==> src/rtl/keccak_pkg.sv <==
// keccak_pkg: shared lane width, lane count and lane-index helpers for Keccak-f[800]
package keccak_pkg;
  localparam int LANE_W = 32;
  localparam int NLANES = 25;
  typedef logic [4:0] idx_t;
  localparam idx_t LAST_IDX = 5'd24;
  function automatic idx_t lane_x(idx_t i);
    return i % 5'd5;
  endfunction
  function automatic idx_t lane_y(idx_t i);
    return i / 5'd5;
  endfunction
  function automatic idx_t lane_idx(idx_t x, idx_t y);
    return x + 5'd5 * y;
  endfunction
  // output lane (x,y) is fed from input lane (y, (2x+3y) mod 5)
  function automatic idx_t pi_inv_src(idx_t o);
    return lane_idx(lane_y(o), (5'd2 * lane_x(o) + 5'd3 * lane_y(o)) % 5'd5);
  endfunction
endpackage

==> src/rtl/keccak_pi_inv_idx.sv <==
// keccak_pi_inv_idx: maps an output lane index to its inverse-pi source lane index
module keccak_pi_inv_idx
  import keccak_pkg::*;
(
  input  idx_t dst,
  output idx_t src
);
  assign src = pi_inv_src(dst);
endmodule

==> src/rtl/keccak_pi_inv_stream.sv <==
// keccak_pi_inv_stream: streaming inverse Keccak pi over ping-pong 25-lane banks
module keccak_pi_inv_stream
  import keccak_pkg::NLANES, keccak_pkg::idx_t, keccak_pkg::LAST_IDX;
#(
  parameter int LANE_W = 32
) (
  input  logic              clk,
  input  logic              rst,
  input  logic              in_valid,
  output logic              in_ready,
  input  logic [LANE_W-1:0] in_lane,
  input  logic              in_last,
  output logic              out_valid,
  input  logic              out_ready,
  output logic [LANE_W-1:0] out_lane,
  output logic              out_last,
  output logic              err
);
  logic [LANE_W-1:0] bank [2][NLANES];
  logic [1:0] full;
  logic wsel, rsel, wr, rd;
  idx_t wcnt, rcnt, src;
  assign in_ready  = ~full[wsel];
  assign wr        = in_valid & in_ready;
  assign out_valid = full[rsel];
  assign rd        = out_valid & out_ready;
  assign out_lane  = bank[rsel][src];
  assign out_last  = out_valid & (rcnt == LAST_IDX);
  keccak_pi_inv_idx u_idx (
    .dst(rcnt),
    .src(src)
  );
  // lane storage; contents survive reset since the FULL flags gate their use
  always_ff @(posedge clk) begin
    if (wr) bank[wsel][wcnt] <= in_lane;
  end
  // write/read counters, bank pointers, FULL flags and sticky framing error
  always_ff @(posedge clk) begin
    if (rst) begin
      full <= '0;
      wsel <= 1'b0;
      rsel <= 1'b0;
      wcnt <= '0;
      rcnt <= '0;
      err  <= 1'b0;
    end else begin
      if (wr) begin
        wcnt <= (wcnt == LAST_IDX) ? '0 : wcnt + 5'd1;
        if (wcnt == LAST_IDX) begin
          full[wsel] <= 1'b1;
          wsel       <= ~wsel;
        end
        if (in_last != (wcnt == LAST_IDX)) err <= 1'b1;
      end
      if (rd) begin
        rcnt <= (rcnt == LAST_IDX) ? '0 : rcnt + 5'd1;
        if (rcnt == LAST_IDX) begin
          full[rsel] <= 1'b0;
          rsel       <= ~rsel;
        end
      end
    end
  end
endmodule

==> config.mk <==
export PLATFORM = sky130hd
export DESIGN_NAME = keccak_pi_inv_stream
export DESIGN_NICKNAME = d
export VERILOG_FILES = /design/src/rtl/keccak_pkg.sv /design/src/rtl/keccak_pi_inv_idx.sv /design/src/rtl/keccak_pi_inv_stream.sv
export SDC_FILE = /design/constraint.sdc
export NUM_CORES = 2
export LEC_CHECK = 0
export CAP_MARGIN = 0
export CORE_MARGIN = 3
export CORE_UTILIZATION = 55
export CTS_CLUSTER_DIAMETER = 80
export DETAILED_ROUTE_END_ITERATION = 6
export GPL_ROUTABILITY_DRIVEN = 0
export PLACE_DENSITY = 0.77
export SKIP_CTS_REPAIR_TIMING = 1
export SLEW_MARGIN = 20
export SYNTH_ARGS = -nofsm -noshare
export SYNTH_HDL_FRONTEND = slang
export SYNTH_SLANG_ARGS = --single-unit
==> constraint.sdc <==
create_clock -name clk -period 25.5 [get_ports clk]
set_input_delay 3.825 -clock clk [delete_from_list [all_inputs] [get_ports clk]]
set_output_delay 3.825 -clock clk [all_outputs]
set_load 0.02 [all_outputs]
==> metrics.md <==
| Metric | Value |
|---|---|
| Final Power | `0.00517 W` |
| Slowest CP cell | `nand3_4` |
| Crit path launch type | `flip-flop` |
| WL/cell | `around 30 um` |
| Post-synth cell types | `66` |
| IR drop worst, VDD | `approximately 0.076 mV` |
| Slew margin rel. | `between 20% and 30%` |
| Mapped Area | `~65000 um^2` |
| Initial DRC count | `6311` |
| First-pass GRT wire length | `approximately 270000 um` |
| DPL Wire Length | `92100 um` |
| Sinks on Clock Net | `1616` |
| Global Route Usage Sum | `roughly 30%` |
| Vias in the first global route | `between 40000 and 50000` |
| Final setup viols | `0` |
| Min-Delay Path Class | `reg -> reg` |
| Layout cells sized above 1 | `~16%` |
| Outcome | `complete, no violations` |
| Fmax | `roughly 58 MHz` |
| Fin crit period | `~17 ns` |
| Critical path class | `reg -> out` |
| Post-synth ARST share | `0%` |
| Xor and xnor area share after synthesis | `less than 1%` |
| Mux share of post-synthesis cell area | `2.38%` |
| Vias per std cell | `~6.8` |
| Post-Syn Nets | `~4600` |
| Final period utilization | `67.1%` |
| Register area share after synthesis | `73.9%` |
| Pre-antenna DRT Iters | `6` |
| Synth warnings | `0` |
| Area delta synth->final | `10.8%` |
| Root buffer cell | `clkbuf_16` |
| Max-cap violations | `0` |
| CTS tree | `done` |
| DRT Wirelength | `185000 um` |
| DRC violation count after routing | `0` |
| Post-Synthesis Cells | `between 4000 and 5000` |
| Number of CTS-inserted buffers | `151` |
| Slowest stage delay, CP | `between 0.7 and 0.8 ns` |
| Worst-margin pin slew | `1.18 ns` |
| Adder-Cell Fraction of Synth Area | `less than 1%` |
| Longest Clk Path Bufs | `3` |
| Routed vias | `approximately 42000` |
| # H-tree levels | `4` |
| Worst Path Arrival | `between 10 and 15 ns` |
| Yosys reg bits | `between 1500 and 2000` |
| CTS clk-pin slew, worst paths | `about 0.06 ns` |
| Die height | `roughly 350 um` |
| Syn Area/Cell | `between 10 and 15 um^2` |
| Chip Width | `approximately 350 um` |
| Final Hold Vio Count | `0` |
| Starting Density | `55.8%` |
| Cell row count | `125` |
| Most used cell, CP | `ha_1` |
| Post-synth EDFFs | `1600` |
| RSZ-0062 raised after global routing | `no` |
| Max FO, Critical Path | `approximately 130` |
| Final Slew Violations | `0` |
| Final TNS setup | `0 ns` |
| Worst skew pair latency | `between 0.7 and 0.8 ns` |
| Top flip-flop cell by instance count after synthesis | `edfxtp_1` |
| Critical Path End Type | `output port` |
| Boundary Pins | `between 70 and 80` |
| Static Leakage | `23.0 nW` |
| Setup Skew | `0.0178 ns` |
| Nets@finish | `around 4600` |
| Total Die Area | `123000 um^2` |
| Core Footprint | `roughly 120000 um^2` |
| Initial antenna violation count | `16` |
| Compound-Gate Fraction of Synth Area | `just under 9%` |
| Largest family of logic cells by synthesized area | `simple AND/OR/NAND/NOR gates` |
| Pin count of the biggest net entering global routing | `194` |
| Port bufs | `72` |
| Post-route ant nets | `0` |
| Power per cell area | `between 70 and 80 nW/um^2` |
| WP data required | `roughly 22 ns` |
| Post-synthesis simple-gate area fraction | `a little under an eighth` |
| GRT overflow | `0` |
[cell usage in the layout (no fill, tap or decap), types with 15 or more instances in the layout]
cell,instances
nor2_4,52
mux2_4,30
edfxtp_1,1600
nand3_1,296
a31oi_1,33
o2111ai_1,161
a31o_2,128
nand2_1,1174
mux4_2,32
dfxtp_1,15
clkinv_1,31
clkbuf_1,45
buf_4,101
buf_2,16
mux2i_1,35
clkdlybuf4s50_1,55
a32oi_1,130
nor2_1,36
clkbuf_16,151
nor3_1,131
nand4_1,71
o211ai_1,34
o221a_2,128
clkinv_2,18
ha_1,19
[area by class of cell]
class / count / area, um^2
Clock inverter: 78 / 646
Clock buffer: 196 / 3950
Tap cell: 1524 / 1910
Timing Repair Buffer: 176 / 1450
Multi-Input combinational cell: 2603 / 16100
Inverter: 13 / 63.8
Antenna cell: 2 / 5.00
Fill cell: 8064 / 44600
Sequential cell: 1616 / 48400
[final timing paths]
kind         depth (start not counted)                endpoint                  from  slack (ns)
min reg2reg                          2        err$_SDFFE_PP0P_      err$_SDFFE_PP0P_        0.47
max reg2reg                          6  bank[0][534]$_DFFE_PP_     wsel$_SDFFE_PP0P_       22.13
max                                 36             out_lane[1]  rcnt[0]$_SDFFE_PP0P_        8.40
min                                  2        err$_SDFFE_PP0P_      err$_SDFFE_PP0P_        0.47
[flip-flops by register name, summed over array words and instances, names as in the netlist, named ones only]
signal  flops
bank     1600
err         1
full        2
rcnt        5
rsel        1
wcnt        5
wsel        1
[where the power goes]
group	internal, W	switching, W	total, W
Combinational	0.0000291	0.0000803	0.000109
Clock	0.00115	0.000968	0.00212
Sequential	0.00293	0.00000482	0.00293
Total	0.00411	0.00105	0.00517
[synthesized netlist by cell type (all sizes together), types with 34 or more instances]
cell type / instances / area [um^2]
nor3: 131 / 656
o221a: 128 / 1440
mux2i: 35 / 350
nand2: 1176 / 4410
nor2: 88 / 330
a31o: 128 / 1120
edfxtp: 1600 / 48000
a32oi: 130 / 1140
nand4: 71 / 444
o211ai: 34 / 255
nand3: 297 / 1490
o2111ai: 161 / 1410
buf: 67 / 373
clkbuf: 268 / 1010
[kinds of logic (layout without fill, tap and decap cells)]
group | after synthesis | in the layout
compound gates | 649 | 649
xor+xnor | 26 | 26
fa+ha+maj | 23 | 23
buf+inv | 348 | 463
flops | 1616 | 1616
mux | 100 | 100
other cells | 0 | 2
simple gates | 1805 | 1805
[worst max-delay path, delay by kind of cell (launching register included)]
kind,cells,cell delay (ns)
muxes,1,0.40
AOI/OAI and AO/OA,9,2.12
xor gates and xnor gates,3,0.94
DFF,1,0.74
and+or+nand+nor,6,1.90
adders and majority gates,9,3.22
buffers and inverters,8,3.08
[metrics by stage]
step	hold slack (ns)	utilization, %	instances	area (um^2)	worst slack [ns]
final	0.472	61.9	6208	72500	8.40
after global routing	0.537	61.9	6207	72500	7.80
after CTS	0.483	61.9	6206	72500	8.54
after detailed placement	0.468	58.0	5932	67900	9.45
after global placement	0.452	58.0	5932	67900	9.69
after floorplan	0.482	-	4567	65400	13.06
[layer usage]
| metal | track usage [%] | vias up | part of all wire (%) | routed length, um |
|---|---|---|---|---|
| li1 | - | 17700 | - | - |
| met1 | 39.4 | 20700 | 35 | 64200 |
| met2 | 48.6 | 3170 | 48 | 88300 |
| met5 | 0 | - | 0.023 | 42 |
| met3 | 6.25 | 589 | 13 | 24400 |
| met4 | 12.7 | 6 | 4.3 | 7950 |
No activity file was read; power rests on OpenSTA's default activity.
